--- src/rtl/tron_pkg.sv ---
// Shared definitions for the trail writer: palette nibbles, default screen size,
// FSM state encoding and the two-pixel word packer.
package tron_pkg;

    localparam logic [3:0] BG   = 4'h0;
    localparam logic [3:0] RED  = 4'h4;
    localparam logic [3:0] BLUE = 4'h6;
    localparam logic [3:0] WALL = 4'h8;

    localparam int H_RES_DEFAULT = 640;
    localparam int V_RES_DEFAULT = 480;

    typedef enum logic [1:0] {
        IDLE      = 2'd0,
        CLEAR     = 2'd1,
        DRAW_RED  = 2'd2,
        DRAW_BLUE = 2'd3
    } tw_state_t;

    // Both pixels of a word carry the same colour; upper nibble of each byte stays 0.
    function automatic logic [15:0] pack_word(input logic [3:0] n);
        return {4'h0, n, 4'h0, n};
    endfunction

endpackage

--- src/rtl/trail_writer_tick_sync.sv ---
// Brings the free-running frame_clk into the Clk domain and turns each of its
// rising edges into a single-cycle tick, three Clk edges after the rise.
module frame_tick_sync (
    input  logic Clk,
    input  logic Reset,
    input  logic frame_clk,
    output logic tick
);

    // [0],[1] are the synchroniser, [2] is the history bit for edge detection.
    logic [2:0] sync_reg;
    logic       tick_reg;

    always_ff @(posedge Clk) begin
        if (!Reset) begin
            sync_reg <= '0;
            tick_reg <= 1'b0;
        end else begin
            sync_reg <= {sync_reg[1:0], frame_clk};
            tick_reg <= sync_reg[1] & ~sync_reg[2];
        end
    end

    assign tick = tick_reg;

endmodule

--- src/rtl/trail_writer.sv ---
// Frame-buffer write master: full clear with border walls on request, and a
// trail block stamp for each bike on every frame tick.
module trail_writer
    import tron_pkg::*;
#(
    parameter int TRAIL_W = 4,
    parameter int TRAIL_H = 4,
    parameter int H_RES   = H_RES_DEFAULT,
    parameter int V_RES   = V_RES_DEFAULT
) (
    input  logic        Clk,
    input  logic        Reset,
    input  logic        frame_clk,
    input  logic        start_clear,
    input  logic [9:0]  red_x,
    input  logic [9:0]  red_y,
    input  logic [9:0]  blue_x,
    input  logic [9:0]  blue_y,
    input  logic        red_en,
    input  logic        blue_en,
    output logic [18:0] write_address,
    output logic [15:0] Data_Out,
    output logic        WE,
    output logic        busy,
    output logic        clear_done
);

    localparam int          ROW_WORDS = H_RES / 2;
    localparam logic [9:0]  LAST_COL  = 10'(ROW_WORDS - 1);
    localparam logic [9:0]  LAST_ROW  = 10'(V_RES - 1);
    localparam logic [3:0]  LAST_C    = 4'(TRAIL_W / 2 - 1);
    localparam logic [3:0]  LAST_R    = 4'(TRAIL_H - 1);
    localparam logic [10:0] H_LIM     = 11'(H_RES);
    localparam logic [10:0] V_LIM     = 11'(V_RES);

    logic tick;

    frame_tick_sync u_tick_sync (
        .Clk       (Clk),
        .Reset     (Reset),
        .frame_clk (frame_clk),
        .tick      (tick)
    );

    tw_state_t   state_reg, state_next;
    logic [9:0]  clr_col_reg, clr_col_next;
    logic [9:0]  clr_row_reg, clr_row_next;
    logic [18:0] clr_addr_reg, clr_addr_next;
    logic [3:0]  drw_c_reg, drw_c_next;
    logic [3:0]  drw_r_reg, drw_r_next;
    logic [9:0]  lat_rx_reg, lat_rx_next, lat_ry_reg, lat_ry_next;
    logic [9:0]  lat_bx_reg, lat_bx_next, lat_by_reg, lat_by_next;
    logic        lat_ren_reg, lat_ren_next, lat_ben_reg, lat_ben_next;
    logic        pend_draw_reg, pend_draw_next;
    logic        pend_clear_reg, pend_clear_next;
    logic        done_flag_reg, done_flag_next;
    logic        we_reg, we_next;
    logic [18:0] addr_reg, addr_next;
    logic [15:0] data_reg, data_next;
    logic        clear_done_reg, clear_done_next;

    // Draw position for whichever bike is currently being stamped.
    logic [9:0]  cur_x, cur_y;
    logic        cur_en;
    logic [15:0] cur_word;
    logic [10:0] px, py;
    logic [18:0] row_base, draw_addr;
    logic        in_range;

    always_comb begin
        cur_x    = lat_rx_reg;
        cur_y    = lat_ry_reg;
        cur_en   = lat_ren_reg;
        cur_word = pack_word(RED);
        if (state_reg == DRAW_BLUE) begin
            cur_x    = lat_bx_reg;
            cur_y    = lat_by_reg;
            cur_en   = lat_ben_reg;
            cur_word = pack_word(BLUE);
        end
    end

    assign px       = {1'b0, cur_x & 10'h3FE} + {6'd0, drw_c_reg, 1'b0};
    assign py       = {1'b0, cur_y} + {7'd0, drw_r_reg};
    assign in_range = (px < H_LIM) && (py < V_LIM);

    if (H_RES == 640) begin : g_row_shift
        assign row_base = ({8'd0, py} << 8) + ({8'd0, py} << 6);
    end else begin : g_row_mult
        assign row_base = 19'({8'd0, py} * 19'(ROW_WORDS));
    end

    assign draw_addr = {9'd0, px[10:1]} + row_base;

    always_comb begin
        state_next      = state_reg;
        clr_col_next    = clr_col_reg;
        clr_row_next    = clr_row_reg;
        clr_addr_next   = clr_addr_reg;
        drw_c_next      = drw_c_reg;
        drw_r_next      = drw_r_reg;
        lat_rx_next     = lat_rx_reg;
        lat_ry_next     = lat_ry_reg;
        lat_bx_next     = lat_bx_reg;
        lat_by_next     = lat_by_reg;
        lat_ren_next    = lat_ren_reg;
        lat_ben_next    = lat_ben_reg;
        pend_draw_next  = pend_draw_reg | tick;
        pend_clear_next = pend_clear_reg | (start_clear && (state_reg != CLEAR));
        done_flag_next  = 1'b0;
        clear_done_next = done_flag_reg;
        we_next         = 1'b0;
        addr_next       = '0;
        data_next       = '0;

        case (state_reg)
            IDLE: begin
                clr_col_next  = '0;
                clr_row_next  = '0;
                clr_addr_next = '0;
                drw_c_next    = '0;
                drw_r_next    = '0;
                if (pend_clear_reg) begin
                    state_next = CLEAR;
                end else if (pend_draw_reg) begin
                    lat_rx_next    = red_x;
                    lat_ry_next    = red_y;
                    lat_bx_next    = blue_x;
                    lat_by_next    = blue_y;
                    lat_ren_next   = red_en;
                    lat_ben_next   = blue_en;
                    pend_draw_next = tick;
                    state_next     = DRAW_RED;
                end
            end

            CLEAR: begin
                we_next       = 1'b1;
                addr_next     = clr_addr_reg;
                data_next     = (clr_row_reg == '0 || clr_row_reg == LAST_ROW ||
                                 clr_col_reg == '0 || clr_col_reg == LAST_COL)
                                ? pack_word(WALL) : pack_word(BG);
                clr_addr_next = clr_addr_reg + 19'd1;
                if (clr_col_reg == LAST_COL) begin
                    clr_col_next = '0;
                    clr_row_next = clr_row_reg + 10'd1;
                    if (clr_row_reg == LAST_ROW) begin
                        // Anything queued during the sweep is stale once it finishes.
                        state_next      = IDLE;
                        pend_clear_next = 1'b0;
                        pend_draw_next  = 1'b0;
                        done_flag_next  = 1'b1;
                    end
                end else begin
                    clr_col_next = clr_col_reg + 10'd1;
                end
            end

            DRAW_RED, DRAW_BLUE: begin
                if (start_clear || pend_clear_reg) begin
                    state_next = IDLE;
                end else if (!cur_en) begin
                    state_next = (state_reg == DRAW_RED) ? DRAW_BLUE : IDLE;
                end else begin
                    we_next   = in_range;
                    addr_next = in_range ? draw_addr : '0;
                    data_next = cur_word;
                    if (drw_c_reg == LAST_C) begin
                        drw_c_next = '0;
                        if (drw_r_reg == LAST_R) begin
                            drw_r_next = '0;
                            state_next = (state_reg == DRAW_RED) ? DRAW_BLUE : IDLE;
                        end else begin
                            drw_r_next = drw_r_reg + 4'd1;
                        end
                    end else begin
                        drw_c_next = drw_c_reg + 4'd1;
                    end
                end
            end

            default: state_next = IDLE;
        endcase
    end

    always_ff @(posedge Clk) begin
        if (!Reset) begin
            state_reg      <= IDLE;
            clr_col_reg    <= '0;
            clr_row_reg    <= '0;
            clr_addr_reg   <= '0;
            drw_c_reg      <= '0;
            drw_r_reg      <= '0;
            lat_rx_reg     <= '0;
            lat_ry_reg     <= '0;
            lat_bx_reg     <= '0;
            lat_by_reg     <= '0;
            lat_ren_reg    <= 1'b0;
            lat_ben_reg    <= 1'b0;
            pend_draw_reg  <= 1'b0;
            pend_clear_reg <= 1'b0;
            done_flag_reg  <= 1'b0;
            we_reg         <= 1'b0;
            addr_reg       <= '0;
            data_reg       <= '0;
            clear_done_reg <= 1'b0;
        end else begin
            state_reg      <= state_next;
            clr_col_reg    <= clr_col_next;
            clr_row_reg    <= clr_row_next;
            clr_addr_reg   <= clr_addr_next;
            drw_c_reg      <= drw_c_next;
            drw_r_reg      <= drw_r_next;
            lat_rx_reg     <= lat_rx_next;
            lat_ry_reg     <= lat_ry_next;
            lat_bx_reg     <= lat_bx_next;
            lat_by_reg     <= lat_by_next;
            lat_ren_reg    <= lat_ren_next;
            lat_ben_reg    <= lat_ben_next;
            pend_draw_reg  <= pend_draw_next;
            pend_clear_reg <= pend_clear_next;
            done_flag_reg  <= done_flag_next;
            we_reg         <= we_next;
            addr_reg       <= addr_next;
            data_reg       <= data_next;
            clear_done_reg <= clear_done_next;
        end
    end

    assign WE            = we_reg;
    assign write_address = addr_reg;
    assign Data_Out      = data_reg;
    assign clear_done    = clear_done_reg;
    assign busy          = (state_reg != IDLE);

endmodule

--- config.mk ---
export PLATFORM = sky130hd
export DESIGN_NAME = trail_writer
export DESIGN_NICKNAME = d
export VERILOG_FILES = /design/src/rtl/tron_pkg.sv /design/src/rtl/trail_writer_tick_sync.sv /design/src/rtl/trail_writer.sv
export SDC_FILE = /design/constraint.sdc
export NUM_CORES = 1
export LEC_CHECK = 0
export CORE_MARGIN = 3
export CORE_UTILIZATION = 39
export CTS_BUF_LIST = sky130_fd_sc_hd__clkbuf_4 sky130_fd_sc_hd__clkbuf_8
export DETAILED_ROUTE_END_ITERATION = 8
export PLACE_DENSITY_LB_ADDON = 0.1
export SETUP_SLACK_MARGIN = 0.02
export SYNTH_ARGS = -nofsm -noshare
export SYNTH_HDL_FRONTEND = slang
export SYNTH_SLANG_ARGS = --single-unit
--- constraint.sdc ---
create_clock -name Clk -period 9.4 [get_ports Clk]
set_clock_uncertainty 0.1 [all_clocks]
set_input_delay 0.94 -clock Clk [delete_from_list [all_inputs] [get_ports Clk]]
set_output_delay 0.94 -clock Clk [all_outputs]
set_load 0.01 [all_outputs]
==> run summary <==
• 611 um — met3 wire length
• clkbuf_8 — Root Buffer
• 1 — worst hold path depth
• done — clock tree from TritonCTS
• flip-flop to flip-flop — Hold/Removal Path Class
• 5,198 — vias after detailed routing
• 14.0 mm — Total Routed Length
• 0.060 — portion of total power attributed to combinational logic
• 0.846 — Final Wtd Congestion
• 0 — Final Max Slew Viols
• flip-flop to flip-flop — start-to-end type of the worst setup path
• 18,000 um2 — die area
• flip-flop — type of element capturing the critical path
• 13.4 um — drt wl/cell
• 0.489 — sequential share of power
• 70 ps — clock-pin slew reported for the worst setup and hold paths after clock tree synthesis
• 1.06 mW — power consumption
• 0.401 — starting utilization of the core area
• 6410 um2 — combined area of all synthesized cells
• 0 — number of flops mapped to enable cells by yosys
• 0 — total of warnings raised by yosys
• 0.244 mW — net switching component of the power
• 0 — Hold-fix buffers, CTS
• 6.17 mm — Met2 Wirelength
• 309 — initial DRC count
• 0 — initial antenna violation count
• 9630 ps — required time at the endpoint of the critical path
• 8.57 um2 — average instance area after synthesis
• 71 — count of port buffers added during placement
• 63 — largest net degree at the start of global routing
• 0 — FFs w/ async S/R, synth
• 4 — Pre-Repair DR Iteration Count
• 6.86 mm — metal1 wirelength
• 134 um — Die Ht
• 5,119 — via count of the first global-routing pass
• 440 ps — worst skew pair latency
• 0.162 — total routing usage reported by global routing
• 63 — number of distinct library cells after synthesis
• 3720 um2 — multi-input gate area in the final layout
• 5280 ps — post-route minimum period
• 5510 ps — arrival time of data at the critical path endpoint
• 0.451 — share of total power in the clock network
• 0.0742 mV — Peak VDD IR
• 287 ps — hold slack final
• 26 — highest net fanout along the worst path
• 16,000 um2 — Placeable Area
• 0 — Detail Route Antenna Nets
• dfxtp_1 — prevailing post-synth register cell
• 0.815 mW — Int Pwr
• 84 — I/O pin count
• 0 — # setup viols final
• 2 — clock buffer depth
• 19.0% — relative area change from synthesis to final layout
• 10.2 mm — HPWL after detailed placement
• 134 um — horizontal extent of the die
• 7220 um2 — placed cell area
• 0.0693 — proportion of layout cells with a drive suffix above 1
• 17 — number of clock buffers inserted by TritonCTS
• 0 — max-cap violation count
• 139 nW/um2 — power density cells
• 0.375 — sequential area share after synthesis
• 896 — layout net count
• 120 — clock sink count
• met4 — Max Used Layer
• 0 ps — setup TNS after final layout
• 127 x nand2_1, 120 x dfxtp_1, 71 x clkdlybuf4s50_1, 56 x nor2_1, 37 x ha_1 — most frequent cells in the layout
• 4 — Max H-tree Level
• 1100 ps — worst-margin pin slew
• 46 — # rows
• flip-flop — Critical Path Start Type
• 0.375 — share of the synthesized area in the top cell type
• 24.0 mm — wire length of the first global-routing pass
• 5.01 — DR vias/cell
• 0.231 — switching power share of the total
• 120 — Yosys reg bits
• 0 — drc violations
• 0.268 — worst slew margin relative to its limit
• 1,569 — number of filler cells placed in the layout
• dfxtp_1 — top cell type by total area after synthesis
• 0.189 GHz — highest clock frequency the design can meet
• 2.95 nW — leakage power figure
• nand2_1 — most frequent standard cell in the layout excluding fill and tap cells
• 2400 um2 — FF/Latch Area
• 0 — number of setup buffers added after CTS
• false — RSZ-0062 raised after global routing
• dfxtp_1 37%, nand2_1 7.4%, ha_1 7.2% — top post-synthesis cells by area
• complete, no violations — result of the run
• 0.562 — share of the cycle needed by the critical path after routing
• 7630 um2 — fin area
• 0 — GRT overflow
• 0 — PostCTS Resize Cnt
• 0 — final count of hold timing violations
• 748 — number of cells produced by synthesis
• 21 — R2R cell count
• 0 — Antenna Cells
==> per-layer routing <==
layer / GRT usage / vias to the layer above
li1: - / 2698
met1: 0.214 / 2373
met2: 0.256 / 102
met3: 0.0371 / 25
met4: 0.0696 / 0
met5: 0 / -
==> area by class of cell <==
class                           count  area share
Inverter                           20     0.00984
Sequential cell                   120       0.315
Clock buffer                       19      0.0334
Tap cell                          216      0.0354
Timing Repair Buffer               77      0.0990
Multi-Input combinational cell    573       0.487
Clock inverter                     13      0.0202
==> path summary, 6_finish.rpt <==
path	from	end	slack, ps
max	state_reg[1]	write_address[18]	4120
min reg2reg	u_tick_sync.sync_reg[2]	u_tick_sync.tick	290
min	u_tick_sync.sync_reg[2]	u_tick_sync.tick	290
max reg2reg	state_reg[1]	write_address[18]	4120
==> logic make-up after synthesis <==
group	after synthesis	synth area share
and+or+nand+nor	295	0.214
AOI/OAI and AO/OA	157	0.172
DFF	120	0.375
buffers and inverters	64	0.0505
xor gates and xnor gates	49	0.0669
adders and majority gates	41	0.0847
muxes	21	0.0359
other	1	0.000585
==> power groups by stage <==
stage / sequential, mW / combinational (mW) / clock (mW)
6_report: 0.517 / 0.0634 / 0.478
5_1_grt: 0.518 / 0.0705 / 0.514
4_1_cts: 0.517 / 0.0639 / 0.492
3_5_place_dp: 0.529 / 0.0634 / 0
3_3_place_gp: 0.529 / 0.0629 / 0
2_1_floorplan: 0.528 / 0.0376 / 0
==> per-stage QoR <==
stage | setup slack, ps | util | cells
after floorplan | 4530 | - | 757
after global placement | 4170 | 0.451 | 1006
after CTS | 4060 | 0.477 | 1038
after global routing | 3620 | 0.477 | 1038
final | 4120 | 0.477 | 1038
after detailed placement | 4100 | 0.451 | 1006
==> synth_stat cells, types with 10 or more instances <==
| cell type | count |
|---|---|
| nand2_1 | 127 |
| dfxtp_1 | 120 |
| nor2_1 | 56 |
| ha_1 | 37 |
| nand3_1 | 33 |
| a21boi_0 | 30 |
| xor2_1 | 29 |
| o21ai_0 | 28 |
| a21oi_1 | 22 |
| a22o_1 | 21 |
| clkbuf_1 | 20 |
| inv_1 | 20 |
| xnor2_1 | 20 |
| and2_1 | 16 |
| buf_4 | 16 |
| a21boi_1 | 12 |
| mux2_2 | 12 |
| nor2b_1 | 11 |
| nor3_1 | 10 |
==> worst max-delay path, cell delays in order, from the launching register on <==
cell and delay, ps:
dfxtp_1 310, buf_4 280, nand2_4 270, mux2_2 320
ha_1 190, inv_1 70, fa_1 370, nand2b_1 180
a21oi_1 310, nand3_1 200, nor2_1 160, xnor2_1 110
fa_1 580, inv_1 60, ha_1 300, a211oi_1 200
nor2_1 110, o21ai_0 320, nor3_1 110, a211oi_1 290
xnor2_1 110, a22o_1 210
Note: power is estimated with default switching activity, not from simulation.
